==> src/rtl/vmem_arbiter.sv <==
// vmem_arbiter: shares the single-port pixel memory between display
// refill bursts into the pixel FIFO and single-word host writes.
module vmem_arbiter #(
  parameter int H_RES      = 640,
  parameter int V_RES      = 480,
  parameter int ADDRW      = 19,
  parameter int BURST      = 16,
  parameter int FIFO_DEPTH = 64,
  parameter int LOW_WATER  = 16
) (
  input  logic             PCLK,
  input  logic             RST_PCLK,
  input  logic             FRAME_START,
  input  logic             DE,
  input  logic [6:0]       FIFO_LEVEL,
  output logic             FIFO_WE,
  output logic [15:0]      FIFO_WDATA,
  output logic             FIFO_FLUSH,
  input  logic             HOST_REQ,
  input  logic [ADDRW-1:0] HOST_ADDR,
  input  logic [15:0]      HOST_WDATA,
  output logic             HOST_READY,
  output logic             MEM_REQ,
  output logic             MEM_WE,
  output logic [ADDRW-1:0] MEM_ADDR,
  output logic [15:0]      MEM_WDATA,
  input  logic             MEM_ACK,
  input  logic [15:0]      MEM_RDATA,
  output logic             UNDERRUN
);

  localparam logic [1:0] S_IDLE   = 2'd0;
  localparam logic [1:0] S_FETCH  = 2'd1;
  localparam logic [1:0] S_HWRITE = 2'd2;
  localparam logic [1:0] S_DRAIN  = 2'd3;

  localparam int BCW = (BURST > 1) ? $clog2(BURST) : 1;
  localparam logic [BCW-1:0] BLAST = BCW'(BURST - 1);
  localparam logic [ADDRW-1:0] TOTAL = ADDRW'(H_RES * V_RES);
  localparam logic [6:0] FETCH_MAX = 7'(FIFO_DEPTH - BURST);
  localparam logic [6:0] LOW_MARK = 7'(LOW_WATER);

  logic [1:0]       state_q, state_d;
  logic [ADDRW-1:0] faddr_q, faddr_d;
  logic [ADDRW-1:0] fcnt_q, fcnt_d;
  logic [BCW-1:0]   bcnt_q, bcnt_d;
  logic             host_turn_q, host_turn_d;
  logic             mem_req_q, mem_req_d;
  logic             mem_we_q, mem_we_d;
  logic [ADDRW-1:0] mem_addr_q, mem_addr_d;
  logic [15:0]      mem_wdata_q, mem_wdata_d;
  logic             flush_q, flush_d;
  logic             underrun_q, underrun_d;

  logic             xfer;
  logic             fetch_ok;
  logic             fetch_xfer;
  logic             last_word;
  logic             grant_f;
  logic             grant_h;
  logic [ADDRW-1:0] faddr_inc;
  logic [ADDRW-1:0] fcnt_inc;

  always_comb begin
    xfer       = mem_req_q & MEM_ACK;
    faddr_inc  = faddr_q + ADDRW'(1);
    fcnt_inc   = fcnt_q + ADDRW'(1);
    fetch_ok   = (fcnt_q < TOTAL) && (FIFO_LEVEL <= FETCH_MAX);
    fetch_xfer = (state_q == S_FETCH) && xfer && !FRAME_START;
    last_word  = (bcnt_q == BLAST) || (fcnt_inc == TOTAL);
    // A starving FIFO beats the host; otherwise host_turn interleaves.
    grant_f    = fetch_ok &&
                 ((FIFO_LEVEL <= LOW_MARK) || !(HOST_REQ && host_turn_q));
    grant_h    = HOST_REQ && !grant_f;
    FIFO_WE    = fetch_xfer;
    FIFO_WDATA = fetch_xfer ? MEM_RDATA : 16'h0;
    HOST_READY = (state_q == S_HWRITE) && xfer;
  end

  always_comb begin
    state_d     = state_q;
    faddr_d     = faddr_q;
    fcnt_d      = fcnt_q;
    bcnt_d      = bcnt_q;
    host_turn_d = host_turn_q;
    mem_req_d   = mem_req_q;
    mem_we_d    = mem_we_q;
    mem_addr_d  = mem_addr_q;
    mem_wdata_d = mem_wdata_q;
    flush_d     = FRAME_START;
    underrun_d  = underrun_q;

    if (FRAME_START) underrun_d = 1'b0;
    if (DE && (FIFO_LEVEL == 7'd0)) underrun_d = 1'b1;

    unique case (state_q)
      S_IDLE: begin
        if (!FRAME_START && grant_f) begin
          state_d    = S_FETCH;
          mem_req_d  = 1'b1;
          mem_we_d   = 1'b0;
          mem_addr_d = faddr_q;
          bcnt_d     = '0;
        end else if (!FRAME_START && grant_h) begin
          state_d     = S_HWRITE;
          mem_req_d   = 1'b1;
          mem_we_d    = 1'b1;
          mem_addr_d  = HOST_ADDR;
          mem_wdata_d = HOST_WDATA;
        end
      end
      S_FETCH: begin
        if (FRAME_START) begin
          // A word acked in this cycle is dropped, nothing left to drain.
          state_d   = S_DRAIN;
          mem_req_d = !xfer;
        end else if (xfer) begin
          faddr_d    = faddr_inc;
          fcnt_d     = fcnt_inc;
          bcnt_d     = bcnt_q + BCW'(1);
          mem_addr_d = faddr_inc;
          if (last_word) begin
            state_d     = S_IDLE;
            mem_req_d   = 1'b0;
            host_turn_d = 1'b1;
          end
        end
      end
      S_HWRITE: begin
        if (xfer) begin
          state_d     = S_IDLE;
          mem_req_d   = 1'b0;
          mem_we_d    = 1'b0;
          host_turn_d = 1'b0;
        end
      end
      S_DRAIN: begin
        if (!mem_req_q || MEM_ACK) begin
          state_d   = S_IDLE;
          mem_req_d = 1'b0;
        end
      end
    endcase

    if (FRAME_START) begin
      faddr_d = '0;
      fcnt_d  = '0;
    end
  end

  always_ff @(posedge PCLK) begin
    if (RST_PCLK) begin
      state_q     <= S_IDLE;
      faddr_q     <= '0;
      fcnt_q      <= '0;
      bcnt_q      <= '0;
      host_turn_q <= 1'b0;
      mem_req_q   <= 1'b0;
      mem_we_q    <= 1'b0;
      mem_addr_q  <= '0;
      mem_wdata_q <= '0;
      flush_q     <= 1'b0;
      underrun_q  <= 1'b0;
    end else begin
      state_q     <= state_d;
      faddr_q     <= faddr_d;
      fcnt_q      <= fcnt_d;
      bcnt_q      <= bcnt_d;
      host_turn_q <= host_turn_d;
      mem_req_q   <= mem_req_d;
      mem_we_q    <= mem_we_d;
      mem_addr_q  <= mem_addr_d;
      mem_wdata_q <= mem_wdata_d;
      flush_q     <= flush_d;
      underrun_q  <= underrun_d;
    end
  end

  assign MEM_REQ    = mem_req_q;
  assign MEM_WE     = mem_we_q;
  assign MEM_ADDR   = mem_addr_q;
  assign MEM_WDATA  = mem_wdata_q;
  assign FIFO_FLUSH = flush_q;
  assign UNDERRUN   = underrun_q;

endmodule

==> config.mk <==
export PLATFORM = sky130hd
export DESIGN_NAME = vmem_arbiter
export DESIGN_NICKNAME = d
export VERILOG_FILES = /design/src/rtl/vmem_arbiter.sv
export SDC_FILE = /design/constraint.sdc
export NUM_CORES = 1
export LEC_CHECK = 0
export BUFFER_PORTS_ARGS = -buffer_cell sky130_fd_sc_hd__buf_2
export CAP_MARGIN = 20
export CORE_MARGIN = 2
export CORE_UTILIZATION = 49
export CTS_BUF_LIST = sky130_fd_sc_hd__clkbuf_4
export CTS_CLUSTER_SIZE = 24
export DETAILED_ROUTE_END_ITERATION = 12
export PLACE_DENSITY = 0.78
export SYNTH_ARGS = -nofsm -noshare
export SYNTH_HDL_FRONTEND = slang
export SYNTH_SLANG_ARGS = --single-unit
==> constraint.sdc <==
create_clock -name PCLK -period 1.9 [get_ports PCLK]
set_input_delay 0.19 -clock PCLK [delete_from_list [all_inputs] [get_ports PCLK]]
set_output_delay 0.19 -clock PCLK [all_outputs]
set_load 0.05 [all_outputs]
==> summary.md <==
| Metric | Value |
|---|---|
| Initial antenna violation count | `0` |
| Top FF cell, synth | `dfxtp_1` |
| Vias per std cell | `slightly below 6` |
| Dominant cell type by area after synthesis | `dfxtp_1` |
| VDD IR max | `0.000374 V` |
| Total power | `slightly below 4 mW` |
| Synthesized instance count | `560` |
| Min Clock Period, post-route | `~2.0 ns` |
| Clock Latency Late Sink | `roughly 0.44 ns` |
| # IOs | `121` |
| Die width | `roughly 100 um` |
| Clock slew at reported path FFs | `between 0.15 and 0.2 ns` |
| Slew Limit Fails | `0` |
| Clock Path Buffers | `2` |
| Syn Nets | `627` |
| Fin nets | `between 800 and 900` |
| Max stage delay cell, worst path | `dfxtp_2` |
| Period utilization | `106%` |
| Count leader, synth | `dfxtp_1` |
| Met2 routed WL | `7.87 mm` |
| CTS Root Cell | `clkbuf_4` |
| Most frequent cells after synthesis | `dfxtp_1 (84), nor2_1 (75), nand2_1 (48)` |
| Die area | `around 10,000 um^2` |
| Crit Path Max Fanout | `4` |
| H-tree depth | `3` |
| Fin area | `6720 um^2` |
| Post-synth EDFFs | `0` |
| Core area | `a little over 9000 um^2` |
| Post-DP Area | `~5800 um^2` |
| # Max-Cap Violations | `0` |
| RSZ-0062 raised after global routing | `yes` |
| Max-Slew Margin vs Limit | `70.1%` |
| Pwr dens | `572 nW/um^2` |
| Failing checks | `negative setup slack` |
| Hold WS | `around 0.0026 ns` |
| CTS buffer count | `9` |
| Post-Layout Cell Count | `between 800 and 900` |
| Synth Area per Inst | `approximately 8 um^2` |
| DR top layer | `met4` |
| ANT cells | `0` |
| Post-Route WL | `15.5 mm` |
| Final setup margin | `-0.117 ns` |
| Family with the most delay on the worst path | `compound AO/OA/AOI/OAI gates` |
| Worst hold path class | `in -> reg` |
| FP Rows | `35` |
| Yosys Warn Count | `0` |
| Data required, critical path | `between 2 and 2.5 ns` |
| Setup-failing EPs final | `8` |
| CP arrival | `between 2 and 2.5 ns` |
| WP buf/inv | `1` |
| Mapped Area | `around 4500 um^2` |
| Layout cell share with drive strength beyond 1 | `41.3%` |
| CP max stage delay | `roughly 0.36 ns` |
| Skew final | `0.0256 ns` |
| DR vias | `~5,200` |
| Initial DRC count | `~350` |
| Setup_tns | `-0.472 ns` |
| Vias in the first global route | `about 4,700` |
| Initial core utilization | `between 40% and 50%` |
| Cell Chain, Critical Path | `buf_6, a2111oi_4, a21oi_2, nor4bb_2, nand3b_1, o31ai_4, a211oi_2` |
| Core Util, Final | `about three quarters` |
| GPL Wtd Cong | `between 0.9 and 1` |
| First-pass GRT wire length | `22.1 mm` |
| M1 WL | `6.13 mm` |
| Top post-synthesis cells by area | `dfxtp_1 (37%), nor2_1 (6.2%), xor2_1 (4.6%)` |
| Placed insts | `829` |
| Drt pass-1 iters | `5` |
| Grt ovf | `0` |
| FFs w/ async S/R, synth | `0%` |
| Post-place setup slack | `-0.264 ns` |
| FF+latch count, synth | `84` |
| Die height | `100 um` |
| Worst Path Class, Setup | `reg -> reg` |
| Slew of the pin with the lowest slew margin | `roughly 0.45 ns` |
| Syn-to-layout area delta | `48.3%` |
| Synth top area share | `between 30% and 40%` |
| Avg WL per Cell | `roughly 18 um` |
| CTS tree | `built` |
| Largest net degree at the start of global routing | `43` |
| Fmax | `between 400 and 500 MHz` |
| Outcome | `finished with violations` |
| GRT Util Overall | `between 20% and 30%` |
| # DRC | `0` |
| Filler cells | `about 650` |
| Worst setup SP type | `flop` |
| Post-route ant nets | `0` |
| Crit end category | `flop` |
| Final HPWL from detailed placement | `between 9 and 10 mm` |
| Final hold vios | `0` |
| Clk sinks | `84` |
| Port Buffers | `120` |
| Met3 wire length | `between 1 and 1.5 mm` |
| Post-synth cell types | `68` |
| Sequential element share of the synthesized area | `between 30% and 40%` |
| LEAKAGE | `between 2 and 3 nW` |
[layout by cell type (no fill, tap or decap), types with 3 or more instances in the layout]
cell type / netlist / final
xor2_1: 24 / 24
o21ai_0: 14 / 12
nor2b_1: 3 / 3
o21ai_1: 2 / 4
o211ai_1: 5 / 5
clkbuf_4: 0 / 10
nor3_4: 1 / 3
nand2_1: 48 / 44
buf_2: 4 / 102
mux2i_1: 20 / 17
buf_6: 1 / 24
nand2_2: 0 / 3
dfxtp_2: 0 / 9
nand3_1: 27 / 26
mux2i_2: 0 / 3
nand4_1: 13 / 13
dfxtp_1: 84 / 73
a21oi_2: 1 / 4
a21oi_1: 33 / 30
nor2_1: 75 / 71
xnor2_1: 22 / 22
nor2_2: 1 / 3
a31oi_1: 4 / 3
and2_1: 3 / 3
dlygate4sd3_1: 0 / 13
buf_4: 2 / 85
nor3_1: 11 / 8
and3_1: 24 / 7
and3_4: 0 / 16
or3_1: 9 / 8
a211oi_1: 14 / 12
nor4_1: 9 / 5
inv_1: 11 / 9
a22oi_1: 5 / 5
buf_12: 1 / 3
nor4_2: 0 / 3
[kinds of logic after synthesis]
kind of cell | after synthesis | synth area share, %
compound gates | 110 | 16.3
xor+xnor | 46 | 8.89
fa+ha+maj | 5 | 1.30
buf+inv | 52 | 5.11
flops | 84 | 37.1
mux | 23 | 5.16
simple gates | 240 | 26.2
[sequential cells by signal, indices dropped and copies added (netlist names)]
register / count
faddr_q: 19
MEM_WE: 1
MEM_ADDR: 19
host_turn_q: 1
MEM_REQ: 1
fcnt_q: 19
FIFO_FLUSH: 1
bcnt_q: 4
UNDERRUN: 1
state_q: 2
MEM_WDATA: 16
[layout make-up]
class | count | area, um^2 | area share, %
multi-input combinational | 424 | 3000 | 44.6
sequential | 84 | 1700 | 25.3
timing repair buffer | 231 | 1700 | 25.3
inverter | 11 | 43.8 | 0.652
clock buffer | 10 | 75.1 | 1.12
clock inverter | 6 | 65.1 | 0.968
tap | 111 | 139 | 2.07
[layer usage]
layer / up-vias / track usage, %
met3: 49 / 4.32
met5: - / 0
met1: 2458 / 34.8
met2: 243 / 46.8
li1: 2404 / -
met4: 0 / 8.75
[tightest hold or removal path: cells and delay by family]
kind                   cells  cell delay, ns
buffers and inverters      1            0.08
muxes                      1            0.05
and+or+nand+nor            1            0.09
[report_power, final]
group          internal [mW]  switching (mW)  total, mW
clock                  0.417           0.648       1.07
combinational          0.343           0.563      0.906
sequential              1.83          0.0469       1.87
total                   2.59            1.26       3.85
[path summary, 6_finish.rpt]
path / startpoint / endpoint / slack, ns / cells past startpoint
setup / recovery: fcnt_q[0] / state_q[0] / -0.12 / 7
hold / removal: HOST_WDATA[2] / MEM_WDATA[2] / 0.003 / 3
setup reg to reg: fcnt_q[0] / state_q[0] / -0.12 / 7
hold reg to reg: MEM_ADDR[9] / MEM_ADDR[9] / 0.47 / 2
[timing repair]
action | in CTS | in global routing
buffers inserted | 9 | 9
pin swaps | 18 | 19
gates resized for setup | 49 | 66
endpoints found under the hold margin | 12 | 1
hold buffers | 12 | 1
cloned | 1 | 2
setup endpoints to repair | 46 | 67
Note: power is estimated with default switching activity, not from simulation.
